File: src/rtl/tri_bus_pkg.sv
`default_nettype none
// ============================================================================
//  Module      : tri_bus_pkg
//  Description : Shared types, default constants and helpers for the
//                tri-state bus arbiter and its round-robin picker.
//  Revision    : 1.0 - initial release
// ============================================================================
package tri_bus_pkg;

    // Arbiter control states
    typedef enum logic [1:0] {
        ST_IDLE  = 2'd0,
        ST_GRANT = 2'd1,
        ST_TURN  = 2'd2
    } state_t;

    // Default configuration
    localparam int c_def_n_req    = 4;
    localparam int c_def_max_hold = 8;
    localparam int c_def_turn_cyc = 1;

    // Widest requester vector any instance may use
    localparam int c_max_req = 16;

    // One-hot encode an index into a c_max_req-wide vector; callers
    // truncate to their own requester count.
    function automatic logic [c_max_req-1:0] onehot(input int idx);
        logic [c_max_req-1:0] oh;
        for (int i = 0; i < c_max_req; i++) begin
            oh[i] = (idx == i);
        end
        return oh;
    endfunction

endpackage : tri_bus_pkg
`default_nettype wire

File: src/rtl/rr_pick.sv
`default_nettype none
// ============================================================================
//  Module      : rr_pick
//  Description : Combinational round-robin priority scan. Starting at i_ptr
//                and wrapping modulo N_REQ, the first set request wins.
//  Revision    : 1.0 - initial release
// ============================================================================
module rr_pick
    import tri_bus_pkg::*;
#(
    parameter int N_REQ = c_def_n_req,
    parameter int IDX_W = $clog2(N_REQ)
) (
    input  logic [N_REQ-1:0] i_req,
    input  logic [IDX_W-1:0] i_ptr,
    output logic [IDX_W-1:0] o_winner,
    output logic             o_any_req
);

    logic [IDX_W-1:0] w_idx;

    // Walk the requesters in priority order beginning at the pointer
    always_comb begin
        o_winner  = '0;
        o_any_req = 1'b0;
        w_idx     = i_ptr;
        for (int i = 0; i < N_REQ; i++) begin
            if (!o_any_req && i_req[w_idx]) begin
                o_any_req = 1'b1;
                o_winner  = w_idx;
            end
            w_idx = (w_idx == IDX_W'(N_REQ - 1)) ? '0 : w_idx + IDX_W'(1);
        end
    end

endmodule : rr_pick
`default_nettype wire

File: src/rtl/tri_bus_arbiter.sv
`default_nettype none
// ============================================================================
//  Module      : tri_bus_arbiter
//  Description : Round-robin owner selection for a shared tri-state bus.
//                Produces registered one-hot driver enables, caps each
//                ownership at MAX_HOLD cycles and floats the bus for
//                TURN_CYC cycles between owners.
//  Revision    : 1.0 - initial release
// ============================================================================
module tri_bus_arbiter
    import tri_bus_pkg::*;
#(
    parameter int N_REQ    = c_def_n_req,
    parameter int MAX_HOLD = c_def_max_hold,
    parameter int TURN_CYC = c_def_turn_cyc,
    parameter int IDX_W    = $clog2(N_REQ)
) (
    input  logic             clk,
    input  logic             rst,
    input  logic [N_REQ-1:0] req,
    output logic [N_REQ-1:0] drv_en,
    output logic [IDX_W-1:0] grant_id,
    output logic             bus_busy,
    output logic             turn
);

    localparam int c_hold_w = $clog2(MAX_HOLD + 1);
    localparam int c_turn_w = $clog2(TURN_CYC + 1);
    localparam logic [c_hold_w-1:0] c_max_hold = c_hold_w'(MAX_HOLD);
    localparam logic [c_turn_w-1:0] c_turn_cyc = c_turn_w'(TURN_CYC);

    // Registered state and outputs
    state_t              r_state_q;
    logic [IDX_W-1:0]    r_ptr_q;
    logic [c_hold_w-1:0] r_hold_q;
    logic [c_turn_w-1:0] r_turn_cnt_q;
    logic [N_REQ-1:0]    r_drv_en_q;
    logic [IDX_W-1:0]    r_grant_id_q;
    logic                r_bus_busy_q;
    logic                r_turn_q;

    // Next-state values
    state_t              w_state_d;
    logic [IDX_W-1:0]    w_ptr_d;
    logic [c_hold_w-1:0] w_hold_d;
    logic [c_turn_w-1:0] w_turn_cnt_d;
    logic [N_REQ-1:0]    w_drv_en_d;
    logic [IDX_W-1:0]    w_grant_id_d;
    logic                w_bus_busy_d;
    logic                w_turn_d;

    // Arbitration result
    logic [IDX_W-1:0]    w_winner;
    logic                w_any_req;
    logic [N_REQ-1:0]    w_winner_oh;
    logic                w_owner_req;

    rr_pick #(
        .N_REQ (N_REQ),
        .IDX_W (IDX_W)
    ) u_pick (
        .i_req     (req),
        .i_ptr     (r_ptr_q),
        .o_winner  (w_winner),
        .o_any_req (w_any_req)
    );

    assign w_winner_oh = N_REQ'(onehot(int'(w_winner)));
    assign w_owner_req = req[r_grant_id_q];

    // Next-state logic: grant, hold/release, turnaround sequencing
    always_comb begin
        w_state_d    = r_state_q;
        w_ptr_d      = r_ptr_q;
        w_hold_d     = r_hold_q;
        w_turn_cnt_d = r_turn_cnt_q;
        w_drv_en_d   = r_drv_en_q;
        w_grant_id_d = r_grant_id_q;
        w_bus_busy_d = r_bus_busy_q;
        w_turn_d     = r_turn_q;

        case (r_state_q)
            ST_IDLE: begin
                if (w_any_req) begin
                    w_state_d    = ST_GRANT;
                    w_drv_en_d   = w_winner_oh;
                    w_grant_id_d = w_winner;
                    w_bus_busy_d = 1'b1;
                    w_hold_d     = c_hold_w'(1);
                end
            end

            ST_GRANT: begin
                if (w_owner_req && (r_hold_q < c_max_hold)) begin
                    w_hold_d = r_hold_q + c_hold_w'(1);
                end else begin
                    // Release: float the bus and move priority past the owner
                    w_state_d    = ST_TURN;
                    w_drv_en_d   = '0;
                    w_bus_busy_d = 1'b0;
                    w_turn_d     = 1'b1;
                    w_turn_cnt_d = c_turn_cyc;
                    w_ptr_d      = (r_grant_id_q == IDX_W'(N_REQ - 1)) ?
                                   '0 : r_grant_id_q + IDX_W'(1);
                end
            end

            ST_TURN: begin
                if (r_turn_cnt_q <= c_turn_w'(1)) begin
                    // Last turnaround cycle: hand straight to the next owner
                    w_turn_d     = 1'b0;
                    w_turn_cnt_d = '0;
                    if (w_any_req) begin
                        w_state_d    = ST_GRANT;
                        w_drv_en_d   = w_winner_oh;
                        w_grant_id_d = w_winner;
                        w_bus_busy_d = 1'b1;
                        w_hold_d     = c_hold_w'(1);
                    end else begin
                        w_state_d = ST_IDLE;
                    end
                end else begin
                    w_turn_cnt_d = r_turn_cnt_q - c_turn_w'(1);
                end
            end

            default: begin
                w_state_d    = ST_IDLE;
                w_drv_en_d   = '0;
                w_bus_busy_d = 1'b0;
                w_turn_d     = 1'b0;
            end
        endcase
    end

    // State and output registers; reset floats the bus immediately
    always_ff @(posedge clk or posedge rst) begin
        if (rst) begin
            r_state_q    <= ST_IDLE;
            r_ptr_q      <= '0;
            r_hold_q     <= '0;
            r_turn_cnt_q <= '0;
            r_drv_en_q   <= '0;
            r_grant_id_q <= '0;
            r_bus_busy_q <= 1'b0;
            r_turn_q     <= 1'b0;
        end else begin
            r_state_q    <= w_state_d;
            r_ptr_q      <= w_ptr_d;
            r_hold_q     <= w_hold_d;
            r_turn_cnt_q <= w_turn_cnt_d;
            r_drv_en_q   <= w_drv_en_d;
            r_grant_id_q <= w_grant_id_d;
            r_bus_busy_q <= w_bus_busy_d;
            r_turn_q     <= w_turn_d;
        end
    end

    assign drv_en   = r_drv_en_q;
    assign grant_id = r_grant_id_q;
    assign bus_busy = r_bus_busy_q;
    assign turn     = r_turn_q;

endmodule : tri_bus_arbiter
`default_nettype wire

File: config.mk
export PLATFORM = sky130hd
export DESIGN_NAME = tri_bus_arbiter
export DESIGN_NICKNAME = d
export VERILOG_FILES = /design/src/rtl/tri_bus_pkg.sv /design/src/rtl/rr_pick.sv /design/src/rtl/tri_bus_arbiter.sv
export SDC_FILE = /design/constraint.sdc
export NUM_CORES = 1
export LEC_CHECK = 0
export ABC_AREA = 1
export BUFFER_PORTS_ARGS = -buffer_cell sky130_fd_sc_hd__buf_2
export CAP_MARGIN = 20
export CORE_MARGIN = 2
export CORE_UTILIZATION = 30
export CTS_CLUSTER_DIAMETER = 60
export DETAILED_ROUTE_END_ITERATION = 16
export PLACE_DENSITY = 0.59
export SKIP_LAST_GASP = 1
export SYNTH_ARGS = -nofsm -noshare
export SYNTH_HDL_FRONTEND = slang
export SYNTH_SLANG_ARGS = --single-unit
File: constraint.sdc
create_clock -name clk -period 2.4 [get_ports clk]
set_input_delay 0.24 -clock clk [delete_from_list [all_inputs] [get_ports clk]]
set_output_delay 0.24 -clock clk [all_outputs]
set_load 0.02 [all_outputs]
==> results.txt <==
The run finished with clean final reports. The layout has 347 filler cells. In this run the critical register-to-register path is captured at grant_id[1]$_DFFE_PP0P_. Counting instances in the post-synthesis netlist gives the leading cell types as 42 x sky130_fd_sc_hd__nand2_1, 17 x sky130_fd_sc_hd__nand3_1, 16 x sky130_fd_sc_hd__dfrtp_1. In this run the static leakage power is 0.664 nW. The area of placed instances is 1190 µm². The combinational cell fraction of total power was 0.698. For the initial detailed-routing violation count, the log shows 59. The ratio of final minimum period to clock period is 0.757, and the maximum ir drop on the vdd rail is 0.000865 V. Setup total negative slack on the finished layout was measured at 0 ns. The floorplan step defined a die boundary enclosing 4080 µm². 0 antenna diodes ended up in the layout. Compared with the post-synthesis result, the final layout area differs by 13.2%. The synthesized design contains 0 enable-type register cells. Among all flip-flop cells after synthesis, the most frequent one is sky130_fd_sc_hd__dfrtp_1. Via count of the first global-routing pass: 879.

In the post-synthesis netlist, the biggest area contributors are sky130_fd_sc_hd__dfrtp_1 37%, sky130_fd_sc_hd__nand2_1 15%, sky130_fd_sc_hd__nand3_1 7.9%, sky130_fd_sc_hd__nand2_2 5.8%, sky130_fd_sc_hd__inv_1 4.9%. For this block, the via count after detailed routing is 945. In this run the vertical extent of the chip is 63.9 µm. The critical path in this run is classified as register to register. The mean instance size in the synthesized netlist was 7.73 µm².

The first global-routing pass estimated 3770 µm of wire. The run gives 0 as the count of pins over their slew limit. The total wire length after detailed routing was 2140 µm.

The tools report the number of top-level design ports as 14. Number of cell rows: 21. sky130_fd_sc_hd__nand2_1 is the most common cell in the netlist. The total standard cell area after synthesis was 1070 µm²; the maximum root-to-sink buffer count was 2. For the pin with the worst max-slew slack, the measured transition is 0.615 ns. Summed over all layers, the global routing overflow is 0.

The depth of the most critical reg-to-reg path was 11; the global placement routability congestion was 0.827. The total non-filler cell area in the finished layout is 1220 µm². Power spread over the standard cell area amounts to 1640 nW/µm². The design draws 1.99 mW. For this run, the top clock speed supported by timing is 550 MHz.

The area fraction of the dominant cell type after synthesis was 0.373. The kind of end point of the critical path is a register. The share of synthesized flip-flops with an asynchronous set or reset was 1.00; the net switching component of the power was 1.09 mW.

The register bit count reported by yosys is 16, and the data required time of the worst path is 2.57 ns. Across all register-to-register paths, the minimum setup slack is 0.58 ns. Number of setup violations in the final report: 0. The tools report the all-layer global routing usage as 0.115. The net switching share of the total power is 0.545.

Setup repair after global routing left no endpoint under its margin. For the maximum number of pins on one net before global-route repair, the log shows 17. Synthesis handed over a netlist of 139 instances.

Final hold violation count: 0. The port buffer count is 13. The starting density of the core was 0.317.

The sequential share of power is 0.234. The hold slack was 0.0195 ns; the post-CTS setup repair buffer count was 0. Once detailed placement completed, the half-perimeter wirelength came to 1770 µm. The number of different library cells used by synthesis comes to 24. TritonCTS built the clock tree.

The sequential share of the synthesized area is 0.373. The startpoint identified for the worst register-to-register timing path is r_ptr_q[1]$_DFFE_PP0N_. Dividing the detail-routed via count by the number of cells gives 4.70. Count of cells resized by post-cts repair: 0.

Along the worst path, the maximum fanout reaches 8. The total of warnings raised by yosys was 0; the clock period minus worst slack was 1.82 ns. For this run, the post-layout net count is 166. The tools report the residual antenna-violating net count after detailed routing as 0. Clock latency on the worst-skew pair, taken at its later pin, is 0.28 ns. Counting every net in the synthesized netlist gives 148. The clock net in this run drives a total of 16 sinks.

The initial antenna violation count was 0. Internal cell power: 905 µW. The logs give 0.00267 ns for the worst setup skew after layout and 3 for the total clock buffers created by CTS. The tools report the final core utilization as 0.359.

The tools report the quantity of hold-fixing buffers added after cts as 0. The run gives 1 as the total number of H-tree levels. The post-synthesis cell type with the largest combined area is sky130_fd_sc_hd__dfrtp_1. The tools report the clock share of power as 0.069.

CTS placed an instance of sky130_fd_sc_hd__clkbuf_4 at the clock tree root. Worst min-delay path category: input port to async pin. The relative slew slack came out at 0.590.

Clock-pin slew was measured on the worst setup and hold paths at 0.09 ns. For the standard cell core area, the log shows 3390 µm². The run gives 0 as the number of max-cap violations. For the first-pass iteration count of the detailed router, the log shows 4. Dividing the detail-routed wire length by the instance count gives 10.6 µm. Data on the critical path arrives at its endpoint at 1.99 ns. In this run the horizontal extent of the chip is 63.9 µm.

The proportion of layout cells with a drive suffix above 1 was 0.290; the total DRC errors in the routed layout was 0. The worst setup path is launched from a register.
## cell families after synthesis
logic type | count (synthesis) | synth area share
simple gates | 88 | 0.430
compound gates | 13 | 0.0803
buf+inv | 18 | 0.0745
fa+ha+maj | 3 | 0.0349
xor+xnor | 1 | 0.00815
flops | 16 | 0.373
## power groups by stage
stage,clock network (mW),logic [mW],registers [mW]
4_1_cts,0.145,1.41,0.468
3_3_place_gp,0,1.38,0.468
5_1_grt,0.153,1.58,0.478
2_1_floorplan,0,1.09,0.519
6_report,0.136,1.39,0.465
3_5_place_dp,0,1.40,0.474
## cell type report
type / count / area (µm²) / share of cell area
sequential: 16 / 400 / 0.329
tap: 46 / 57.6 / 0.0473
timing repair buffer: 14 / 72.6 / 0.0597
multi-input combinational: 105 / 594 / 0.489
inverter: 17 / 68.8 / 0.0566
clock buffer: 3 / 22.5 / 0.0185
## critical path, stage by stage (launching register included)
cell and delay [ns]:
sky130_fd_sc_hd__dfrtp_1 0.42, sky130_fd_sc_hd__ha_1 0.38, sky130_fd_sc_hd__inv_2 0.10, sky130_fd_sc_hd__nand2_1 0.09
sky130_fd_sc_hd__nand2_2 0.10, sky130_fd_sc_hd__nand2_2 0.05, sky130_fd_sc_hd__nand2_2 0.09, sky130_fd_sc_hd__nand3_2 0.11
sky130_fd_sc_hd__nand2_2 0.14, sky130_fd_sc_hd__inv_4 0.08, sky130_fd_sc_hd__nand2_1 0.09, sky130_fd_sc_hd__o21ai_2 0.05
## per-layer routing
layer / wire length (µm) / global-route usage / vias up
met5: 0 / 0 / -
met3: 59 / 0.0176 / 2
met1: 1020 / 0.150 / 448
li1: - / - / 482
met2: 1050 / 0.191 / 13
met4: 11 / 0.0408 / 0
## through the flow
| step | std cells | setup WS [ns] |
|---|---|---|
| finish | 201 | 0.582 |
| global route | 201 | 0.396 |
| CTS | 201 | 0.553 |
| detailed placement | 198 | 0.590 |
| global placement | 198 | 0.605 |
| floorplan | 139 | 0.745 |
## state kept, by name, indices dropped and copies added, names as in the netlist
signal	flops
bus_busy	1
drv_en	4
grant_id	2
r_hold_q	4
r_ptr_q	2
r_state_q	2
turn	1
## placed cells by master, fill, tap and decap left out
master,count
sky130_fd_sc_hd__a21oi_1,5
sky130_fd_sc_hd__a21oi_2,1
sky130_fd_sc_hd__buf_2,13
sky130_fd_sc_hd__buf_4,1
sky130_fd_sc_hd__clkbuf_4,3
sky130_fd_sc_hd__dfrtp_1,16
sky130_fd_sc_hd__ha_1,3
sky130_fd_sc_hd__inv_1,14
sky130_fd_sc_hd__inv_2,1
sky130_fd_sc_hd__inv_4,2
sky130_fd_sc_hd__nand2_1,42
sky130_fd_sc_hd__nand2_2,10
sky130_fd_sc_hd__nand2_4,4
sky130_fd_sc_hd__nand3_1,17
sky130_fd_sc_hd__nand3_2,2
sky130_fd_sc_hd__nand4_1,3
sky130_fd_sc_hd__nand4_2,1
sky130_fd_sc_hd__nor2_1,6
sky130_fd_sc_hd__nor2_2,1
sky130_fd_sc_hd__nor2_4,1
sky130_fd_sc_hd__nor2_8,1
sky130_fd_sc_hd__o21ai_0,1
sky130_fd_sc_hd__o21ai_1,1
sky130_fd_sc_hd__o21ai_2,4
sky130_fd_sc_hd__o31ai_1,1
sky130_fd_sc_hd__xor2_1,1
## how the worst max path moves through the flow
| stage | start | endpoint | slack (ns) |
|---|---|---|---|
| floorplan | r_ptr_q[1]$_DFFE_PP0N_ | drv_en[0]$_DFFE_PP0P_ | 0.74 |
| finish | r_ptr_q[1]$_DFFE_PP0N_ | grant_id[1]$_DFFE_PP0P_ | 0.58 |
| global route | r_ptr_q[1]$_DFFE_PP0N_ | drv_en[0]$_DFFE_PP0P_ | 0.40 |
| CTS | r_ptr_q[1]$_DFFE_PP0N_ | bus_busy$_DFFE_PP0P_ | 0.55 |
| global placement | r_ptr_q[1]$_DFFE_PP0N_ | drv_en[0]$_DFFE_PP0P_ | 0.60 |
| detailed placement | r_ptr_q[1]$_DFFE_PP0N_ | grant_id[1]$_DFFE_PP0P_ | 0.59 |
Power figures use the tool's default switching activity.
